`config.mk`:
```
export PLATFORM = sky130hd
export DESIGN_NAME = clk_div_core_flat
export DESIGN_NICKNAME = d
export VERILOG_FILES = /design/src/rtl/clk_div_pkg.sv /design/src/rtl/clk_div_if.sv /design/src/rtl/clk_div_counter.sv /design/src/rtl/clk_div_core.sv /design/src/flat_wrapper.sv
export SDC_FILE = /design/constraint.sdc
export NUM_CORES = 1
export LEC_CHECK = 0
export ABC_AREA = 0
export ABC_CLOCK_PERIOD_IN_PS = 3250
export CAP_MARGIN = 20
export CORE_MARGIN = 5
export CORE_UTILIZATION = 35
export CTS_CLUSTER_DIAMETER = 100
export DETAILED_ROUTE_END_ITERATION = 10
export GPL_TIMING_DRIVEN = 0
export PLACE_DENSITY = 0.59
export SLEW_MARGIN = 20
export SYNTH_ARGS = -nofsm -noshare
export SYNTH_HDL_FRONTEND = slang
export SYNTH_SLANG_ARGS = --single-unit
```
`constraint.sdc`:
```
create_clock -name i_ref_clk -period 3.25 [get_ports i_ref_clk]
set_input_delay 0.65 -clock i_ref_clk [delete_from_list [all_inputs] [get_ports i_ref_clk]]
set_output_delay 0.65 -clock i_ref_clk [all_outputs]
set_load 0.02 [all_outputs]
```
`src/rtl/clk_div_pkg.sv`:
```
// clk_div_pkg: shared constants and types for the programmable clock divider.
package clk_div_pkg;

  localparam int unsigned RATIO_WIDTH_DEFAULT = 8;

  // Highest ratio that the downstream clock mux bypasses to the reference clock.
  localparam int unsigned DIV_BYPASS_MAX = 1;

  typedef logic [RATIO_WIDTH_DEFAULT-1:0] div_ratio_t;

  typedef enum logic {
    IDLE = 1'b0,
    RUN  = 1'b1
  } div_state_e;

endpackage

```
`src/rtl/clk_div_if.sv`:
```
// clk_div_if: enable/ratio request and divided-clock status bundle of clk_div_core.
interface clk_div_if
  import clk_div_pkg::*;
#(
  parameter int unsigned RATIO_WIDTH = RATIO_WIDTH_DEFAULT
) ();

  logic                   i_clk_en;
  logic [RATIO_WIDTH-1:0] i_div_ratio;
  logic                   o_div_clk;
  logic                   o_period_done;
  logic                   o_active;

  // Requester side: drives enable and ratio, observes the divider.
  modport master (
    output i_clk_en,
    output i_div_ratio,
    input  o_div_clk,
    input  o_period_done,
    input  o_active
  );

  // Divider side.
  modport slave (
    input  i_clk_en,
    input  i_div_ratio,
    output o_div_clk,
    output o_period_done,
    output o_active
  );

endinterface

```
`src/rtl/clk_div_counter.sv`:
```
// clk_div_counter: period position counter with wrap detect and high-phase compare.
// Build option: CLK_DIV_ODD_EN enables the ceil(N/2) low phase for odd ratios.
module clk_div_counter
  import clk_div_pkg::*;
#(
  parameter int unsigned RATIO_WIDTH = RATIO_WIDTH_DEFAULT
) (
  input  logic                   clk_i,
  input  logic                   rst_i,
  input  logic                   en_i,
  input  logic                   clr_i,
  input  logic [RATIO_WIDTH-1:0] ratio_i,
  output logic                   wrap_c_o,
  output logic                   high_c_o
);

  logic [RATIO_WIDTH-1:0] cnt_q;
  logic [RATIO_WIDTH-1:0] cnt_d;
  logic [RATIO_WIDTH-1:0] low_len_c;

  // Length of the low phase: ceil(N/2); ratios are always even without odd support.
  always_comb begin
`ifdef CLK_DIV_ODD_EN
    low_len_c = (ratio_i >> 1) + RATIO_WIDTH'(ratio_i[0]);
`else
    low_len_c = ratio_i >> 1;
`endif
  end

  assign wrap_c_o = (cnt_q == (ratio_i - RATIO_WIDTH'(1)));
  assign high_c_o = (cnt_q >= low_len_c);

  // Next position: held at zero while parked, wraps on the last cycle of a period.
  always_comb begin
    cnt_d = cnt_q;
    if (clr_i) begin
      cnt_d = '0;
    end else if (en_i) begin
      cnt_d = wrap_c_o ? '0 : (cnt_q + RATIO_WIDTH'(1));
    end
  end

  // Position register.
  always_ff @(posedge clk_i or posedge rst_i) begin
    if (rst_i) begin
      cnt_q <= '0;
    end else begin
      cnt_q <= cnt_d;
    end
  end

endmodule

```
`src/rtl/clk_div_core.sv`:
```
// clk_div_core: programmable integer divider of i_ref_clk with period-aligned ratio updates.
// Build option: CLK_DIV_ODD_EN honours odd ratios; otherwise the ratio LSB is dropped on load.
module clk_div_core
  import clk_div_pkg::*;
#(
  parameter int unsigned RATIO_WIDTH = RATIO_WIDTH_DEFAULT
) (
  input  logic      i_ref_clk,
  input  logic      i_rst,
  clk_div_if.slave  bus
);

  localparam logic [RATIO_WIDTH-1:0] BYPASS_MAX = RATIO_WIDTH'(DIV_BYPASS_MAX);

  div_state_e             state_q;
  div_state_e             state_d;
  logic [RATIO_WIDTH-1:0] ratio_q;
  logic [RATIO_WIDTH-1:0] ratio_d;
  logic [RATIO_WIDTH-1:0] load_ratio_c;
  logic                   div_clk_q;
  logic                   div_clk_d;
  logic                   period_done_q;
  logic                   period_done_d;
  logic                   active_q;
  logic                   active_d;
  logic                   cnt_en_c;
  logic                   cnt_clr_c;
  logic                   wrap_c;
  logic                   high_c;

  // Ratio as it will be latched; odd ratios round down to even when unsupported.
  always_comb begin
`ifdef CLK_DIV_ODD_EN
    load_ratio_c = bus.i_div_ratio;
`else
    load_ratio_c = bus.i_div_ratio & ~RATIO_WIDTH'(1);
`endif
  end

  assign cnt_en_c  = bus.i_clk_en && (state_q == RUN);
  assign cnt_clr_c = (state_q == IDLE);

  clk_div_counter #(
    .RATIO_WIDTH (RATIO_WIDTH)
  ) u_counter (
    .clk_i    (i_ref_clk),
    .rst_i    (i_rst),
    .en_i     (cnt_en_c),
    .clr_i    (cnt_clr_c),
    .ratio_i  (ratio_q),
    .wrap_c_o (wrap_c),
    .high_c_o (high_c)
  );

  // Next state and registered outputs; everything holds while the enable is low.
  always_comb begin
    state_d       = state_q;
    ratio_d       = ratio_q;
    div_clk_d     = div_clk_q;
    period_done_d = 1'b0;
    active_d      = active_q;
    if (bus.i_clk_en) begin
      case (state_q)
        IDLE: begin
          ratio_d   = load_ratio_c;
          div_clk_d = 1'b0;
          active_d  = 1'b0;
          if (load_ratio_c > BYPASS_MAX) begin
            state_d = RUN;
          end
        end
        RUN: begin
          div_clk_d     = high_c;
          period_done_d = wrap_c;
          active_d      = 1'b1;
          if (wrap_c) begin
            ratio_d = load_ratio_c;
            if (load_ratio_c <= BYPASS_MAX) begin
              state_d = IDLE;
            end
          end
        end
        default: begin
          state_d = IDLE;
        end
      endcase
    end
  end

  // State, active ratio and output registers.
  always_ff @(posedge i_ref_clk or posedge i_rst) begin
    if (i_rst) begin
      state_q       <= IDLE;
      ratio_q       <= '0;
      div_clk_q     <= 1'b0;
      period_done_q <= 1'b0;
      active_q      <= 1'b0;
    end else begin
      state_q       <= state_d;
      ratio_q       <= ratio_d;
      div_clk_q     <= div_clk_d;
      period_done_q <= period_done_d;
      active_q      <= active_d;
    end
  end

  assign bus.o_div_clk     = div_clk_q;
  assign bus.o_period_done = period_done_q;
  assign bus.o_active      = active_q;

endmodule

```
`src/flat_wrapper.sv`:
```
// flat-port wrapper written by rule: the top's interface ports become plain ports
module clk_div_core_flat import clk_div_pkg::*;
#(
  parameter int unsigned RATIO_WIDTH = RATIO_WIDTH_DEFAULT
)
  (i_ref_clk, i_rst, bus_i_clk_en, bus_i_div_ratio, bus_o_div_clk, bus_o_period_done, bus_o_active);
  clk_div_if #(.RATIO_WIDTH(RATIO_WIDTH)) bus_i ();
  input  logic i_ref_clk;
  input  logic i_rst;
  input wire logic [$bits(bus_i.i_clk_en)-1:0] bus_i_clk_en;
  input wire logic [$bits(bus_i.i_div_ratio)-1:0] bus_i_div_ratio;
  output wire logic [$bits(bus_i.o_div_clk)-1:0] bus_o_div_clk;
  output wire logic [$bits(bus_i.o_period_done)-1:0] bus_o_period_done;
  output wire logic [$bits(bus_i.o_active)-1:0] bus_o_active;
  assign bus_i.i_clk_en = bus_i_clk_en;
  assign bus_i.i_div_ratio = bus_i_div_ratio;
  assign bus_o_div_clk = bus_i.o_div_clk;
  assign bus_o_period_done = bus_i.o_period_done;
  assign bus_o_active = bus_i.o_active;
  clk_div_core #(.RATIO_WIDTH(RATIO_WIDTH)) u_core (.i_ref_clk(i_ref_clk), .i_rst(i_rst), .bus(bus_i));
endmodule
```
[After elaboration in Yosys (flattened, before gate mapping)]
Cells that the tools add are included.
Word-level totals
  register bits after elaboration: 20
  input bits: 11
  output and inout port bits: 3
  word-level logic and storage cells: 30
Cells by class
  add/sub/neg operators: 2
  $lt $le $gt $ge: 3
  eq/ne operators: 3
  multiplexer cells: 13
  bitwise logic cells: 1
  reduce and logical (&&, ||, !) cells: 2
Operators by type and width (count)
  8-bit two-way mux: 4
  8-bit case mux with 2 select lines: 1
  8-bit by 1-bit adder with 8-bit output (second input constant): 1
  8-bit equality test: 1
  8-bit by 7-bit greater-or-equal comparator with 1-bit output: 1
  8-bit by 1-bit > comparator with 1-bit output (second input constant): 1
  8-bit by 1-bit <= comparator with 1-bit output (second input constant): 1
  8-bit by 1-bit subtractor with 8-bit output (second input constant): 1
  1-bit case mux with 2 select lines: 3
  1-bit two-way mux: 5
  2-bit inequality test (second input constant): 2
  2-bit AND reduction: 1
  1-bit logical AND: 1
  1-bit inverter: 1

[Longest topological paths before layout]
  word-level depth: 5
  gate-level depth with buffers: 9
  mapped depth without buffers: 8

[Cells and area by module]
Synthesis repeated with hierarchy kept, for this count alone.
Unflattened totals
  cells, all modules: 135
  area total of the unflattened synthesis: 1315.0 um^2
Modules (own cells, without submodules)
  clk_div_counter: times used 1, cells an instance 103, area each 867.1 um^2
  clk_div_core: times used 1, cells an instance 32, area each 447.9 um^2

[Worst setup path before layout]
No wires, ideal clock.
  path kind: register -> register
  start: register u_core.ratio_q[1]
  end: register u_core.ratio_q[1]
  setup time: 125 ps
  arrival: 2423 ps
  data required time: 3125 ps
  setup slack: 702 ps
  cell stages (with the launch flop): 10
  buffers on the path: 1
  cells stage by stage: dfrtp_1 > inv_1 > ha_1 > buf_4 > xnor3_4 > and4_2 > nor4_2 > a2111oi_4 > o21ai_4 > mux2_2
Between the ends
  word-level cells in the longest chain between the ends: 4
Ends and longest elaborated chain
  from (decl): RTL line clk_div_core.sv:17  | logic [RATIO_WIDTH-1:0] ratio_q;
  from (signal assigned): RTL line clk_div_core.sv:100  | ratio_q <= ratio_d;
  8-bit by 1-bit subtractor with 8-bit output: RTL line clk_div_counter.sv:30  | assign wrap_c_o = (cnt_q == (ratio_i - RATIO_WIDTH'(1)));
  8-bit equality test: RTL line clk_div_counter.sv:30
  2-bit inequality test (no source line)
  2-bit AND reduction (no source line)
No other way between the ends.
A chain may end at the register's enable or synchronous reset.

[Worst setup path in the final report]
  start: register u_core.ratio_q[1]
  end: register u_core.ratio_q[2]
The elaborated chain is that of the path after synthesis.

==> flow_metrics.py <==
metrics = {
    "status": {
        "run_status": "finished clean",
    },
    "global_routing": {
        "grt_start_max_net_pins": 20,
        "grt_residual_overflow": 0,
        "first_pass_grt_wire_length_um": 4830,
        "gr-usage-all-layers": 0.1181,
        "antenna_found_initial": 0,
        "first_global_vias": 1053,
    },
    "finish": {
        "final_layout_size_suffix_gt1_frac": 0.1400,
        "mostFrequentLayoutCells": "19 x sky130_fd_sc_hd__dfrtp_1, 14 x sky130_fd_sc_hd__inv_1, 12 x sky130_fd_sc_hd__clkdlybuf4s50_1",
        "n_antenna_cell": 0,
        "area_delta_synth_final_pct": 16.98,
        "layout_commonest_cell": "sky130_fd_sc_hd__dfrtp_1",
        "nNetsFinal": 171,
    },
    "logic_synthesis": {
        "yosys-top-cells-area": "sky130_fd_sc_hd__dfrtp_1 36%, sky130_fd_sc_hd__ha_1 8.5%, sky130_fd_sc_hd__mux2_2 5.1%",
        "sequential_area_share_after_synthesis": 0.3585,
        "syn-instance-count": 134,
        "synth_top_family_by_area": "simple AND/OR/NAND/NOR gates",
        "yosysWarnings": 0,
        "synth-edff-count": 0,
        "synth_xor_xnor_area_share": 0.1057,
        "synthSimpleGateAreaFrac": 0.1764,
        "syn_area_um2": 1326,
        "synth-compound-area-share": 0.1651,
        "synth_fa_ha_area_frac": 0.08491,
        "synth_mux_area_frac": 0.05849,
        "yosys.area.top_type_share": 0.3585,
        "synth.distinct_cells": 41,
        "ys.flop_type": "sky130_fd_sc_hd__dfrtp_1",
        "synth-seq-cells": 19,
        "syn_area_per_cell_um2": 9.898,
        "synthDominantAreaCellType": "sky130_fd_sc_hd__dfrtp_1",
        "synth_nets": 154,
        "async_flop_share": 1.000,
    },
    "power": {
        "cellLeakagePower_uw": 0.0006974,
        "power_per_cell_area_nw_per_um2": 582.3,
        "irDropWorstVdd_mv": 0.2140,
    },
    "critical_path": {
        "timing.critical_path.max_delay_family": "simple AND/OR/NAND/NOR gates",
        "cp-end-kind": "register",
        "critPathMaxFanout": 7,
        "setup.worst_path.class": "reg -> reg",
        "library_cell_contributing_the_largest_single_delay_on_the_critical_path": "sky130_fd_sc_hd__dfrtp_1",
        "timing.critical_path.from_type": "register",
        "crit_buf_inv": 2,
        "worstPathRequired_ns": 3.39,
        "largest_incremental_delay_on_the_critical_path_ns": 0.50,
        "cp_cell_sequence": "inv_1, ha_1, buf_4, xnor3_4, and4_2, nor4_2, a2111oi_4, o21ai_4, mux2_2",
        "worst-endpoint-arrival_ns": 2.93,
    },
    "sta": {
        "final.period_utilization": 0.8557,
        "clock.fmax_mhz": 359.6,
        "fin_hold_ws_ns": 0.5350,
        "relSlewSlack": 0.5121,
        "setup_violations": 0,
        "finalHoldViolCount": 0,
        "timing_worst_slew_pin_value_ns": 0.7311,
        "rsz_0062_raised_after_global_routing": "no",
        "timing.final.max_slew_violations": 0,
        "fin_setup_tns_ns": 0,
        "fin_skew_ns": 0.001123,
        "timing.final.crit_period_ns": 2.781,
    },
    "drt": {
        "drt_pass_1_iters": 4,
        "dr_total_vias": 1039,
        "drc_errors": 0,
        "drt.antenna.violating_nets": 0,
        "drt-initial-drc-count": 36,
        "total_length_of_routed_wires_um": 2799,
        "detail_route.vias_per_cell": 5.247,
        "avgRoutedWirePerCell_um": 14.14,
    },
    "floorplan": {
        "floorplan.die_area_um2": 5120,
        "rows": 22,
        "io_pins": 14,
        "start_util": 0.3623,
        "die_x_um": 71.56,
        "floorplan.die.height_um": 71.56,
        "core-area_um2": 3661,
    },
    "clock_tree": {
        "cts-root-to-sink-buffers": 2,
        "numClockSinks": 19,
        "clkSlewWorstSetupHoldPaths_ns": 0.07,
        "cts_hold_buf": 0,
        "numCtsBuffers": 3,
        "cts_tree": "done",
        "clkLatencyLatePin_ns": 0.26,
        "cts_root_buffer": "sky130_fd_sc_hd__clkbuf_8",
        "postCtsSetupBuffers": 0,
        "cts_max_level": 1,
        "resized_after_cts": 0,
    },
    "flow_run": {
        "max_cap_viol_count": 0,
    },
    "place": {
        "dp.final_hpwl_um": 2205,
        "port_buffers": 12,
        "globalplace.congestion": 0.7622,
    },
    "worst_hold_path": {
        "timing.hold.worst.class": "reg -> reg",
    },
}
[flip-flops by register name (all words and copies together), names as in the netlist]
name,count
u_core.bus.o_active,1
u_core.state_q,1
u_core.bus.o_div_clk,1
u_core.bus.o_period_done,1
u_core.u_counter.cnt_q,8
u_core.ratio_q,7
[kinds of logic (layout without fill, tap and decap cells)]
family	count (synthesis)	after routing
buffers and inverters	17	33
adder cells (fa/ha/maj)	9	9
AND/OR/NAND/NOR	41	41
multiplexers	7	7
flip-flops	19	19
AO/OA/AOI/OAI	27	27
XOR/XNOR	14	14
[worst paths after layout]
path                       cells past startpoint  slack, ns                         to                 from
min reg2reg                                    2       0.54        u_core.bus.o_active  u_core.bus.o_active
max in group asynchronous                      2       1.97  u_core.u_counter.cnt_q[0]                i_rst
max reg2reg                                    9       0.47          u_core.ratio_q[2]    u_core.ratio_q[1]
min in group asynchronous                      2       0.81          u_core.ratio_q[2]                i_rst
max                                            9       0.47          u_core.ratio_q[2]    u_core.ratio_q[1]
min                                            2       0.54        u_core.bus.o_active  u_core.bus.o_active
[through the flow]
step | utilization | area [um^2] | instances | worst slack, ns | total power (uW)
after floorplan | - | 1326 | 134 | 0.7023 | 645.2
after global placement | 0.4115 | 1506 | 194 | 0.4701 | 727.3
after detailed placement | 0.4115 | 1506 | 194 | 0.4623 | 743.7
after CTS | 0.4238 | 1551 | 198 | 0.4418 | 914.4
after global routing | 0.4238 | 1551 | 198 | 0.2878 | 977.8
final | 0.4238 | 1551 | 198 | 0.4691 | 903.4
[layer usage]
layer,global-route usage,wire length [um],share of wire
met1,0.1434,1227,0.44
met2,0.2071,1431,0.51
met3,0.01823,96,0.034
met4,0.04802,44,0.016
met5,0,0,0
[worst register-to-register path: cells and delay by family (launching register included)]
kind | cells | cell delay (ns)
AO/OA/AOI/OAI | 2 | 0.37
XOR/XNOR | 1 | 0.41
adder cells (fa/ha/maj) | 1 | 0.20
buffers and inverters | 2 | 0.25
flip-flops | 1 | 0.50
multiplexers | 1 | 0.36
AND/OR/NAND/NOR | 2 | 0.59
[Yosys cell counts (2+ instances only)]
| cell | n |
|---|---|
| sky130_fd_sc_hd__a21o_1 | 3 |
| sky130_fd_sc_hd__a21oi_1 | 4 |
| sky130_fd_sc_hd__clkbuf_1 | 2 |
| sky130_fd_sc_hd__dfrtp_1 | 19 |
| sky130_fd_sc_hd__ha_1 | 9 |
| sky130_fd_sc_hd__inv_1 | 14 |
| sky130_fd_sc_hd__mux2_2 | 6 |
| sky130_fd_sc_hd__nand2_1 | 7 |
| sky130_fd_sc_hd__nand3_1 | 5 |
| sky130_fd_sc_hd__nand4_1 | 2 |
| sky130_fd_sc_hd__nor2_1 | 9 |
| sky130_fd_sc_hd__nor3_1 | 3 |
| sky130_fd_sc_hd__nor3b_1 | 2 |
| sky130_fd_sc_hd__nor4_2 | 2 |
| sky130_fd_sc_hd__o211ai_1 | 2 |
| sky130_fd_sc_hd__o21ai_0 | 7 |
| sky130_fd_sc_hd__o21ba_2 | 2 |
| sky130_fd_sc_hd__or4_1 | 2 |
| sky130_fd_sc_hd__xnor2_1 | 6 |
| sky130_fd_sc_hd__xor2_1 | 7 |
[power breakdown]
group          internal (uW)  total (uW)  switching (uW)
logic                    184         378             194
clock network           87.2         165            77.8
registers                289         361            72.0
total                    559         903             344
[final cells by class]
type / instances / area (um^2)
fill: 355 / 2110
multi-input combinational: 98 / 783.3
sequential: 19 / 475.5
timing repair buffer: 12 / 120.1
tap: 48 / 60.06
inverter: 14 / 52.55
clock buffer: 4 / 45.04
buffer: 3 / 15.01
No activity file was read; power rests on OpenSTA's default activity.
